--- config.mk ---
export PLATFORM = sky130hd
export DESIGN_NAME = rf_sequencer
export DESIGN_NICKNAME = d
export VERILOG_FILES = /design/src/rtl/rf_seq_pkg.sv /design/src/rtl/rf_sel_decode.sv /design/src/rtl/rf_sequencer.sv
export SDC_FILE = /design/constraint.sdc
export NUM_CORES = 1
export LEC_CHECK = 0
export CAP_MARGIN = 20
export CELL_PAD_IN_SITES_DETAIL_PLACEMENT = 2
export CELL_PAD_IN_SITES_GLOBAL_PLACEMENT = 2
export CORE_MARGIN = 10
export CORE_UTILIZATION = 31
export CTS_CLUSTER_DIAMETER = 150
export DETAILED_ROUTE_END_ITERATION = 10
export GPL_ROUTABILITY_DRIVEN = 0
export PLACE_DENSITY = 0.88
export SETUP_SLACK_MARGIN = 0.3
export SYNTH_ARGS = -nofsm -noshare
export SYNTH_HDL_FRONTEND = slang
export SYNTH_HIERARCHICAL = 1
export SYNTH_SLANG_ARGS = --single-unit
--- constraint.sdc ---
create_clock -name clk -period 8.45 [get_ports clk]
set_input_delay 2.1125 -clock clk [delete_from_list [all_inputs] [get_ports clk]]
set_output_delay 2.1125 -clock clk [all_outputs]
set_load 0.005 [all_outputs]
--- src/rtl/rf_seq_pkg.sv ---
// Shared op codes, FunSel values, FSM encoding and enable decode for the rf_sequencer.
// RF_SEQ_SWAP_EN adds the WR2 state used by SWAP.
package rf_seq_pkg;

  typedef enum logic [2:0] {
    OP_NOP  = 3'd0,
    OP_CLR  = 3'd1,
    OP_LDI  = 3'd2,
    OP_INC  = 3'd3,
    OP_DEC  = 3'd4,
    OP_MOV  = 3'd5,
    OP_ADDK = 3'd6,
    OP_SWAP = 3'd7
  } op_e;

  localparam logic [1:0] FS_CLR  = 2'b00;
  localparam logic [1:0] FS_LOAD = 2'b01;
  localparam logic [1:0] FS_DEC  = 2'b10;
  localparam logic [1:0] FS_INC  = 2'b11;

  typedef enum logic [2:0] {
    ST_IDLE = 3'd0,
    ST_RD1  = 3'd1,
    ST_WR1  = 3'd2,
    ST_RPT  = 3'd3
`ifdef RF_SEQ_SWAP_EN
    , ST_WR2 = 3'd4
`endif
  } state_e;

  // Register index within a bank to its MSB-first one-hot enable.
  function automatic logic [3:0] code_onehot(input logic [1:0] idx);
    logic [3:0] oh;
    case (idx)
      2'd0:    oh = 4'b1000;
      2'd1:    oh = 4'b0100;
      2'd2:    oh = 4'b0010;
      2'd3:    oh = 4'b0001;
      default: oh = 4'b0000;
    endcase
    return oh;
  endfunction

endpackage

--- src/rtl/rf_sel_decode.sv ---
// Maps a 3-bit register code plus write enable onto the RSel/TSel enable vectors.
module rf_sel_decode
  import rf_seq_pkg::*;
(
  input  logic [2:0] i_code,
  input  logic       i_we,
  output logic [3:0] o_rsel,
  output logic [3:0] o_tsel
);

  // Code bit 2 picks the R bank; enables stay zero unless writing.
  always_comb begin
    o_rsel = 4'b0000;
    o_tsel = 4'b0000;
    if (i_we) begin
      if (i_code[2]) begin
        o_rsel = code_onehot(i_code[1:0]);
      end else begin
        o_tsel = code_onehot(i_code[1:0]);
      end
    end else begin
      o_rsel = 4'b0000;
      o_tsel = 4'b0000;
    end
  end

endmodule

--- src/rtl/rf_sequencer.sv ---
// Command-driven microsequencer producing registered register-file control words.
// RF_SEQ_SWAP_EN enables op 111 as SWAP; otherwise op 111 reports err.
module rf_sequencer
  import rf_seq_pkg::*;
#(
  parameter int W = 8
) (
  input  logic         clk,
  input  logic         rst,
  input  logic         cmd_valid,
  output logic         cmd_ready,
  input  logic [2:0]   cmd_op,
  input  logic [2:0]   cmd_dst,
  input  logic [2:0]   cmd_src,
  input  logic [W-1:0] cmd_imm,
  input  logic [W-1:0] O1,
  input  logic [W-1:0] O2,
  output logic [W-1:0] I,
  output logic [2:0]   O1Sel,
  output logic [2:0]   O2Sel,
  output logic [1:0]   FunSel,
  output logic [3:0]   RSel,
  output logic [3:0]   TSel,
  output logic         done,
  output logic         err
);

  state_e       r_state;
  op_e          r_op;
  logic [2:0]   r_dst, r_src;
  logic [W-1:0] r_imm, r_cnt;
  logic         r_cmd_ready, r_done, r_err;
  logic [W-1:0] r_i;
  logic [2:0]   r_o1sel, r_o2sel;
  logic [1:0]   r_fun;
  logic [3:0]   r_rsel, r_tsel;
`ifdef RF_SEQ_SWAP_EN
  logic [W-1:0] r_hold_b;
`else
  logic         w_unused_o2;
  assign w_unused_o2 = ^O2;
`endif

  logic         w_accept;
  op_e          w_op;
  logic [2:0]   w_dst, w_src, w_code, w_o1sel, w_o2sel;
  logic [W-1:0] w_imm, w_next_cnt, w_i;
  state_e       w_next_state;
  logic         w_we, w_done, w_err;
  logic [1:0]   w_fun;
  logic [3:0]   w_rsel, w_tsel;

  // On accept the next word is decoded from the incoming fields, not the latch.
  assign w_accept = cmd_valid & r_cmd_ready;
  assign w_op     = w_accept ? op_e'(cmd_op) : r_op;
  assign w_dst    = w_accept ? cmd_dst : r_dst;
  assign w_src    = w_accept ? cmd_src : r_src;
  assign w_imm    = w_accept ? cmd_imm : r_imm;

  // State register.
  always_ff @(posedge clk) begin
    if (rst) begin
      r_state <= ST_IDLE;
    end else begin
      r_state <= w_next_state;
    end
  end

  // Next state, repeat count and the control word for the coming cycle.
  always_comb begin
    w_next_state = r_state;
    w_next_cnt   = r_cnt;
    w_we         = 1'b0;
    w_code       = w_dst;
    w_fun        = FS_CLR;
    w_i          = '0;
    w_o1sel      = 3'b000;
    w_o2sel      = 3'b000;
    w_done       = 1'b0;
    w_err        = 1'b0;

    case (r_state)
      ST_IDLE: begin
        if (w_accept) begin
          case (w_op)
            OP_MOV:  w_next_state = ST_RD1;
`ifdef RF_SEQ_SWAP_EN
            OP_SWAP: w_next_state = ST_RD1;
`endif
            OP_ADDK: begin
              if (w_imm == '0) begin
                w_next_state = ST_WR1;
              end else begin
                w_next_state = ST_RPT;
                w_next_cnt   = w_imm - W'(1);
              end
            end
            default: w_next_state = ST_WR1;
          endcase
        end else begin
          w_next_state = ST_IDLE;
        end
      end
      ST_RD1: w_next_state = ST_WR1;
`ifdef RF_SEQ_SWAP_EN
      ST_WR1: w_next_state = (r_op == OP_SWAP) ? ST_WR2 : ST_IDLE;
      ST_WR2: w_next_state = ST_IDLE;
`else
      ST_WR1: w_next_state = ST_IDLE;
`endif
      ST_RPT: begin
        if (r_cnt == '0) begin
          w_next_state = ST_IDLE;
        end else begin
          w_next_cnt = r_cnt - W'(1);
        end
      end
      default: w_next_state = ST_IDLE;
    endcase

    // The I register captures O1 at the RD1 edge, so it doubles as hold_a.
    case (w_next_state)
      ST_RD1: begin
        w_o1sel = w_src;
        w_o2sel = w_dst;
      end
      ST_WR1: begin
        w_done = 1'b1;
        case (w_op)
          OP_CLR: begin w_we = 1'b1; w_fun = FS_CLR; end
          OP_LDI: begin w_we = 1'b1; w_fun = FS_LOAD; w_i = w_imm; end
          OP_INC: begin w_we = 1'b1; w_fun = FS_INC; end
          OP_DEC: begin w_we = 1'b1; w_fun = FS_DEC; end
          OP_MOV: begin w_we = 1'b1; w_fun = FS_LOAD; w_i = O1; end
`ifdef RF_SEQ_SWAP_EN
          OP_SWAP: begin w_we = 1'b1; w_fun = FS_LOAD; w_i = O1; w_done = 1'b0; end
`else
          OP_SWAP: w_err = 1'b1;
`endif
          default: w_we = 1'b0;
        endcase
      end
`ifdef RF_SEQ_SWAP_EN
      ST_WR2: begin
        w_we   = 1'b1;
        w_code = w_src;
        w_fun  = FS_LOAD;
        w_i    = r_hold_b;
        w_done = 1'b1;
      end
`endif
      ST_RPT: begin
        w_we   = 1'b1;
        w_fun  = FS_INC;
        w_done = (w_next_cnt == '0);
      end
      default: w_we = 1'b0;
    endcase
  end

  rf_sel_decode u_sel (
    .i_code (w_code),
    .i_we   (w_we),
    .o_rsel (w_rsel),
    .o_tsel (w_tsel)
  );

  // Command latch, counter, swap holding register and registered control word.
  always_ff @(posedge clk) begin
    if (rst) begin
      r_op        <= OP_NOP;
      r_dst       <= 3'd0;
      r_src       <= 3'd0;
      r_imm       <= '0;
      r_cnt       <= '0;
      r_cmd_ready <= 1'b0;
      r_i         <= '0;
      r_o1sel     <= 3'd0;
      r_o2sel     <= 3'd0;
      r_fun       <= FS_CLR;
      r_rsel      <= 4'd0;
      r_tsel      <= 4'd0;
      r_done      <= 1'b0;
      r_err       <= 1'b0;
`ifdef RF_SEQ_SWAP_EN
      r_hold_b    <= '0;
`endif
    end else begin
      r_op        <= w_op;
      r_dst       <= w_dst;
      r_src       <= w_src;
      r_imm       <= w_imm;
      r_cnt       <= w_next_cnt;
      r_cmd_ready <= (w_next_state == ST_IDLE);
      r_i         <= w_i;
      r_o1sel     <= w_o1sel;
      r_o2sel     <= w_o2sel;
      r_fun       <= w_fun;
      r_rsel      <= w_rsel;
      r_tsel      <= w_tsel;
      r_done      <= w_done;
      r_err       <= w_err;
`ifdef RF_SEQ_SWAP_EN
      r_hold_b    <= (r_state == ST_RD1) ? O2 : r_hold_b;
`endif
    end
  end

  assign cmd_ready = r_cmd_ready;
  assign I         = r_i;
  assign O1Sel     = r_o1sel;
  assign O2Sel     = r_o2sel;
  assign FunSel    = r_fun;
  assign RSel      = r_rsel;
  assign TSel      = r_tsel;
  assign done      = r_done;
  assign err       = r_err;

endmodule

; Yosys cells after proc, flatten, opt, wreduce, memory -nomap -nowiden
; Cells that the tools add are included.
[totals]
output_inout_bits = 27
mem_bits_rw = 0
elab_cells = 71
rom_bits = 0
reg_bits = 55
input_bits = 36
latchBits = 0
memories = 0
[classes]
order_cmp = 0
mul = 0
n_bitwise = 5
addsub = 2
n_eq_ne = 15
n_reduce_logical = 12
shifts = 0
div = 0
mux = 22
[op_table]
columns = op, n
row1 = $mux 8, 5
row2 = $pmux 8 s2, 2
row3 = $logic_not 8->1, 3
row4 = $pmux 4 s4, 1
row5 = $sub 8x1->8 const B, 2
row6 = $eq 3x2->1 const B, 5
row7 = $mux 3, 5
row8 = $eq 3x3->1 const B, 4
row9 = $eq 3x1->1 const B, 3
row10 = $pmux 3 s3, 1
row11 = $pmux 2 s2, 2
row12 = $logic_not 3->1, 2
row13 = $pmux 2 s3, 1
row14 = $reduce_or 2->1, 3
row15 = $reduce_or 3->1, 2
row16 = $reduce_or 5->1, 1
row17 = $eq 2x2->1 const B, 2
row18 = $not 1->1, 4
row19 = $pmux 1 s2, 2
row20 = $mux 1, 3
row21 = $eq 2x1->1 const B, 1
row22 = $logic_not 2->1, 1
row23 = $and 1x1->1, 1

; Logic depth before layout (Yosys ltp)
; Gate-level depths: netlist (run 1).
[logic_depth]
depth_word = 11
mapped_depth = 12
depth_no_buf = 10

; By module
; The synthesis (run 1) kept the hierarchy.
[modules_own_cells]
columns = mod, cells_each, area_per_inst_um2, instances, seq_area_each_um2
row1 = rf_sequencer, 274, 2404.8, 1, 1101.1
row2 = rf_sel_decode, 8, 95.1, 1, 0.0

; Worst setup path after synthesis (run 1)
; Ideal clock, no wire load.
[synth_timing]
path_type = in2reg
from = input cmd_valid
to = register r_done (netlist: done)
n_path_buf = 3
arrival_time_ns = 4.734
path_slack_ns = 3.621
setup_time_ns = 0.096
cell_stages = 12
path_cell_list = buf_6 > nand2_1 > buf_2 > buf_1 > mux2i_1 > ha_1 > a21boi_0 > xnor2_1 > a31oi_1 > a21boi_1 > or3b_1 > o41ai_2
[synth_between]
elab_chain_len = 9
elab_cells_between_ends = 19
[synth_rtl]
columns = element, line
row1 = "start, declared", rf_sequencer.sv:10  ; input logic cmd_valid,
row2 = $and 1x1->1 *, rf_sequencer.sv:54  ; assign w_accept = cmd_valid & r_cmd_ready;
row3 = $mux 8, rf_sequencer.sv:58  ; assign w_imm = w_accept ? cmd_imm : r_imm;
row4 = $sub 8x1->8 or $logic_not 8->1 (tied branches), "rf_sequencer.sv:95, rf_sequencer.sv:91"
row5 = $mux 8 or $mux 1 (tied branches), rf_sequencer.sv:91  ; if (w_imm == '0) begin
row6 = $mux 8 or $pmux 2 s2 (tied branches), rf_sequencer.sv:85  ; case (w_op)
row7 = $mux 8 or $mux 3 (tied branches), rf_sequencer.sv:84  ; if (w_accept) begin
row8 = $pmux 8 s2 or $pmux 3 s3 (tied branches), rf_sequencer.sv:82  ; case (r_state)
row9 = $logic_not 8->1 or $eq 3x2->1 (tied branches), "rf_sequencer.sv:155, rf_sequencer.sv:122"
row10 = $pmux 1 s2 *, rf_sequencer.sv:122  ; case (w_next_state)
row11 = "end signal, assigned", rf_sequencer.sv:201  ; r_done <= w_done;
row12 = "end, declared", rf_sequencer.sv:32  ; logic r_cmd_ready, r_done, r_err;
; Every way passes the cells marked *; elsewhere a longest branch is shown, timed or not.
; A chain may end at the register's enable or synchronous reset.

; Final worst setup path (run 1)
; Ends and elaborated chain as after synthesis.

==> results.md, run 1 <==
- Clock skew: 0.00311 ns
- Post-synth EDFFs: 0
- GRT Util Overall: 13.6%
- Critical Path AT: 5.86 ns
- Worst-path clk slew: 0.11 ns
- Post-Syn Area: 0.00250 sq mm
- Drt pass-1 iters: 5
- Share of cells above drive strength 1: 6.85%
- Pwr dens: 155 mW/mm^2
- Top FF cell, synth: dfxtp_1
- Compound-Gate Fraction of Synth Area: 14.7%
- Worst-Skew Late Latency: 0.31 ns
- Ports: 63
- Die W: 110 um
- Simple-Gate Fraction of Synth Area: 27.2%
- CTS sink cnt: 55
- Final worst path period need: 5.64 ns
- HPWL Detailed: 6090 um
- Post-CTS sizing: 0
- Htree depth: 2
- Number of CTS-inserted buffers: 5
- Synth area leader: dfxtp_1
- Post-Route WL: 8100 um
- Finished Core Util: 41.6%
- Wire length of the first global-routing pass: 13000 um
- Ranking of synthesized cells by area: dfxtp_1, nor2_1, mux2i_1
- Logic gate share of total power: 14.3%
- Number of cells after detailed placement: 429
- Async set or reset register ratio after synthesis: 0%
- XOR/XNOR Fraction of Synth Area: 1.75%
- Tcrit/Tclk final: 66.7%
- Least-Margin Pin Slew: 0.886 ns
- Pint: 0.359 mW
- Rows: 32
- Critical path's slowest cell: clkdlybuf4s50_1
- Peak supply drop: 0.0677 mV
- Die area: 0.0121 sq mm
- CP bufs+invs: 2
- Critical Path Sink Type: register
- Final Hold Violating Endpoints: 0
- Required @ worst endpoint: 8.67 ns
- RSZ-0062 raised after global routing: false
- Synth cell types: 56
- Final setup TNS: 0 ns
- WS Path Type: input pin to register
- Core area: 0.00777 sq mm
- # diodes: 0
- CTS tree: done
- Cells after synthesis: 282
- Max Cap Violations: 0
- Syn nets: 321
- Top Family by Delay on Critical Path: compound AO/OA/AOI/OAI gates
- #FFs+latches synth: 55
- Switch Pwr: 0.143 mW
- Wire length per cell: 18.5 um
- Via density: 5.20
- Final nets: 374
- Adder-cell area share of the yosys netlist: 1.50%
- Fmax achieved: 177 MHz
- Syn_area_per_cell: 8.86 sq um
- Initial core utilization: 32.2%
- Worst-path cell chain: clkdlybuf4s50_1, nand2_1, buf_4, mux2i_1, ha_1, a21boi_0, xnor2_1, a31oi_1, a21boi_1, or3b_1, o41ai_2
- Net Sw Frac: 28.5%
- Syn. warnings: 6
- Sequential fraction of the synthesis area: 44.0%
- Post-synth top area share: 44.0%
- Initial antenna violation count: 0
- Status: finished, final reports clean
- Pwr Total: 0.502 mW
- Post-DRT Antenna Nets: 0
- CP Launch Type: input pin
- Port bufs: 54
- Vias: 2278
- Die H: 110 um
- Final std cells w/o fill: 438
- Clock Path Buffers: 2
- Grt total ovfl: 0
- Area grow syn2layout: 29.4%
- Vias in the first global route: 2476
- Post-route DRC: 0
- Hold crit path type: register to register
- Worst rel slew slack: 40.9%
- Setup bufs post-CTS: 0
- First-iteration detailed-routing DRC count: 64
- Share of power burned in registers: 53.6%
- Maximum fanout along the worst path: 12
- Pin count of the biggest net entering global routing: 39
- Mux contribution to synthesized area: 7.21%
- Clock share of power: 32.1%
- Pleak: 1.33 nW
- Final slew viol count: 0
- Count of final setup violators: 0
- Slowest Stage Delay on Critical Path: 0.64 ns
- Clk root buf: clkbuf_8
- Hold buffers post-CTS: 0
- Largest family of logic cells by synthesized area: simple AND/OR/NAND/NOR gates
-- Yosys cell counts, types with 3 or more instances --
| library cell | number |
|---|---|
| nor2_1 | 60 |
| dfxtp_1 | 55 |
| a21oi_1 | 20 |
| mux2i_1 | 18 |
| nand2_1 | 10 |
| nor2b_1 | 10 |
| inv_1 | 9 |
| o21ai_0 | 9 |
| nor3_1 | 7 |
| a211o_1 | 6 |
| clkbuf_1 | 5 |
| nand4bb_1 | 4 |
| xnor2_1 | 4 |
| a31oi_1 | 3 |
| buf_2 | 3 |
| ha_1 | 3 |
| nand3_1 | 3 |
| nor4_1 | 3 |
| o221ai_1 | 3 |
| or3_1 | 3 |
-- per-stage QoR --
step | hold slack, ns | setup WS (ns) | instance area (sq um)
floorplan | 0.460 | 3.62 | 2500
global placement | 0.471 | 2.67 | 3130
detailed placement | 0.483 | 2.47 | 3130
CTS | 0.512 | 2.80 | 3230
global route | 0.542 | 2.53 | 3230
finish | 0.503 | 2.81 | 3230
-- power groups by stage --
stage	clock (mW)	combinational, mW	sequential (mW)
after global placement	0	0.0693	0.275
after global routing	0.177	0.0795	0.270
after detailed placement	0	0.0718	0.275
after CTS	0.165	0.0723	0.269
after floorplan	0	0.0432	0.273
final	0.161	0.0718	0.269
-- cell type report --
class,instances,area (sq um)
clock inverter,3,27.5
timing repair buffer,57,563
inverter,9,33.8
clock buffer,5,68.8
multi-input combinational,207,1310
sequential,55,1100
fill,874,4530
tap,102,128
-- state kept, by name, summed over array words and instances, names as in the netlist, 2 cells and up --
| register | cells |
|---|---|
| TSel | 4 |
| O1Sel | 3 |
| O2Sel | 3 |
| FunSel | 2 |
| r_op | 3 |
| r_cnt | 8 |
| r_imm | 8 |
| r_src | 3 |
| RSel | 4 |
| I | 8 |
| r_state | 3 |
| r_dst | 3 |
-- worst register-to-register path: cells and delay by family, from the launching register on --
family | cells | cell delay (ns)
compound gates | 4 | 1.00
xor+xnor | 1 | 0.14
fa+ha+maj | 1 | 0.27
buf+inv | 1 | 0.38
flops | 1 | 0.63
mux | 1 | 0.31
simple gates | 2 | 0.90
-- placed cells by master, fill, tap and decap left out, types with 2 or more instances in the layout --
cell,count
ha_1,3
o21ai_0,9
a211o_1,6
nand3b_1,2
or3b_1,2
buf_4,3
clkdlybuf4s50_1,54
mux2i_1,18
or2_2,2
nor3b_1,2
nand2_1,10
inv_1,9
a21oi_1,20
nor4_1,3
and4b_1,2
and4bb_1,2
and4b_2,2
nor3_1,7
clkbuf_8,5
a31oi_1,3
dfxtp_1,55
nor2_1,60
o221ai_1,3
xnor2_1,4
or3_1,3
nand3_1,3
nand4bb_1,4
nor2b_1,10
-- metal layers --
metal | routed length, um | global-route usage, % | vias up
li1 | - | - | 1098
met1 | 3540 | 16.1 | 1131
met2 | 4050 | 23.3 | 43
met3 | 448 | 4.51 | 6
met4 | 59 | 3.07 | 0
met5 | 0 | 0 | -
-- cell families (layout without fill, tap and decap cells) --
kind of cell,Yosys count,in the layout
DFF,55,55
AOI/OAI and AO/OA,56,56
adders and majority gates,3,3
buffers and inverters,20,74
other,1,1
and+or+nand+nor,124,124
muxes,18,18
xor gates and xnor gates,5,5
-- worst paths after layout --
path	start	slack, ns	cells after the start	endpoint
worst min-delay path	r_src[0]	0.50	2	r_src[0]
worst max-delay path	cmd_valid	2.81	11	done
worst max register to register	cmd_ready	4.72	10	done
worst min register to register	r_src[0]	0.50	2	r_src[0]
Note: power is estimated with default switching activity, not from simulation.
==> run 2: changes to the inputs <==
CORE_UTILIZATION = 26   (was 31)
PLACE_DENSITY = 0.79   (was 0.88)
clock period = 4.72 ns   (was 8.45 ns; I/O delays follow)
==> run 2 against run 1 <==
  * Setup slack worse by 2.1 ns
  * Clock power up 65%
  * Critical endpoint unchanged
  * Utilization down 6.3 points
  * Register-to-register slack worse by 3.1 ns
  * Final area up 1.5%
  * Global-route usage down 2.1 points
==> results.md, run 2 (synthesis gave the netlist of run 1 again) <==
- Share of cells above drive strength 1: 7.69%
- Tcrit/Tclk final: 85.4%
- Clock skew: 0.00971 ns
- Net Sw Frac: 27.4%
- Number of CTS-inserted buffers: 5
- Max Cap Violations: 0
- WS Path Type: input pin to register
- First-iteration detailed-routing DRC count: 70
- Count of final setup violators: 0
- Switch Pwr: 0.242 mW
- Worst-path cell chain: clkdlybuf4s50_1, nand2_1, mux2i_1, ha_1, a21boi_0, xnor2_1, a31oi_1, a21boi_1, or3b_1, o41ai_2
- Clock share of power: 30.2%
- Maximum fanout along the worst path: 11
- Die H: 118 um
- Initial antenna violation count: 0
- Final nets: 377
- Critical path's slowest cell: clkdlybuf4s50_1
- Final Hold Violating Endpoints: 0
- Post-route DRC: 0
- CTS sink cnt: 55
- Logic gate share of total power: 15.1%
- Fmax achieved: 248 MHz
- Die area: 0.0139 sq mm
- Vias in the first global route: 2535
- Final setup TNS: 0 ns
- Worst hold margin: 0.508 ns
- CTS tree: done
- Die W: 118 um
- Post-DRT Antenna Nets: 0
- Pin count of the biggest net entering global routing: 38
- Filler cell count in the final layout: 1089
- CP Launch Type: input pin
- Pint: 0.640 mW
- Htree depth: 2
- Most frequent cells in the layout: nor2_1, dfxtp_1, clkdlybuf4s50_1
- Required @ worst endpoint: 4.93 ns
- Pleak: 1.33 nW
- Drt pass-1 iters: 5
- Port bufs: 54
- Clock Path Buffers: 2
- Final worst path period need: 4.03 ns
- Critical Path Sink Type: register
- Grt total ovfl: 0
- GRT Util Overall: 11.5%
- Worst rel slew slack: 62.9%
- Core area: 0.00928 sq mm
- CP bufs+invs: 1
- Hold crit path type: register to register
- Clk root buf: clkbuf_8
- Slowest Stage Delay on Critical Path: 0.73 ns
- Post-Route WL: 8110 um
- Rows: 35
- Via density: 4.83
- Peak supply drop: 0.150 mV
- Most common cell after layout, fill and taps aside: nor2_1
- Worst-Skew Late Latency: 0.31 ns
- HPWL Detailed: 6090 um
- Wire length per cell: 17.4 um
- Top Family by Delay on Critical Path: compound AO/OA/AOI/OAI gates
- RSZ-0062 raised after global routing: false
- Critical Path AT: 4.24 ns
- Initial core utilization: 26.9%
- Multi-input logic area: 0.00132 sq mm
- Area grow syn2layout: 31.3%
- Final slew viol count: 0
- Hold buffers post-CTS: 0
- Least-Margin Pin Slew: 0.541 ns
- Pwr dens: 268 mW/mm^2
- Share of power burned in registers: 54.7%
- # diodes: 0
- Wire length of the first global-routing pass: 13500 um
- Reg area: 0.00110 sq mm
- Ports: 63
- Worst-path clk slew: 0.10 ns
- Status: finished, final reports clean
- Vias: 2257
[run 2: cell types whose count changed in the layout (fill, tap and decap cells not counted), sizes merged]
cell,delta
clkinv,-1
buf,+3
[run 2: metrics by stage]
step           total power [mW]  std cells  area [sq um]  setup slack, ns  util [%]
2_1_floorplan             0.566        282          2500            0.823         -
3_3_place_gp              0.620        459          3190            0.435      34.3
3_5_place_dp              0.625        459          3190            0.276      34.3
4_1_cts                   0.894        466          3270            0.645      35.2
5_1_grt                   0.928        467          3280            0.443      35.4
6_report                  0.881        467          3280            0.691      35.4
[run 2: worst register-to-register path, delay by kind of cell (launching register included)]
| kind | cells | cell delay, ns |
|---|---|---|
| simple gates | 2 | 0.62 |
| fa+ha+maj | 1 | 0.29 |
| compound gates | 4 | 1.01 |
| xor+xnor | 1 | 0.10 |
| flops | 1 | 0.63 |
| mux | 1 | 0.32 |
[run 2: final timing paths]
check | startpoint | end | slack [ns] | depth (start not counted)
worst min-delay path | r_src[2] | r_src[2] | 0.51 | 2
worst max-delay path | cmd_valid | done | 0.69 | 10
worst min register to register | r_src[2] | r_src[2] | 0.51 | 2
worst max register to register | cmd_ready | done | 1.64 | 9
[run 2: power groups by stage]
stage	clock, mW	sequential, mW	combinational (mW)
floorplan	0	0.489	0.0773
finish	0.266	0.482	0.133
global route	0.297	0.484	0.148
detailed placement	0	0.492	0.133
CTS	0.277	0.482	0.135
global placement	0	0.492	0.129
[run 2: per-layer routing]
metal	GRT usage [%]	vias to the layer above	wire length (um)
met4	2.63	0	83
met3	3.65	10	413
met2	19.9	41	3990
met1	13.5	1105	3620
met5	0	-	0
li1	-	1101	-
[run 2: area by class of cell]
cell class,instances,area share [%]
clock inverter,2,0.495
sequential,55,33.5
timing repair buffer,60,17.8
inverter,9,1.03
multi-input combinational,207,40.1
clock buffer,5,2.10
tap,129,4.92
[run 2: timing repair]
| item | in CTS | in global routing |
|---|---|---|
| resized for setup | 0 | 1 |
| endpoints found under the setup margin | 0 | 1 |
| setup buffers | 0 | 0 |
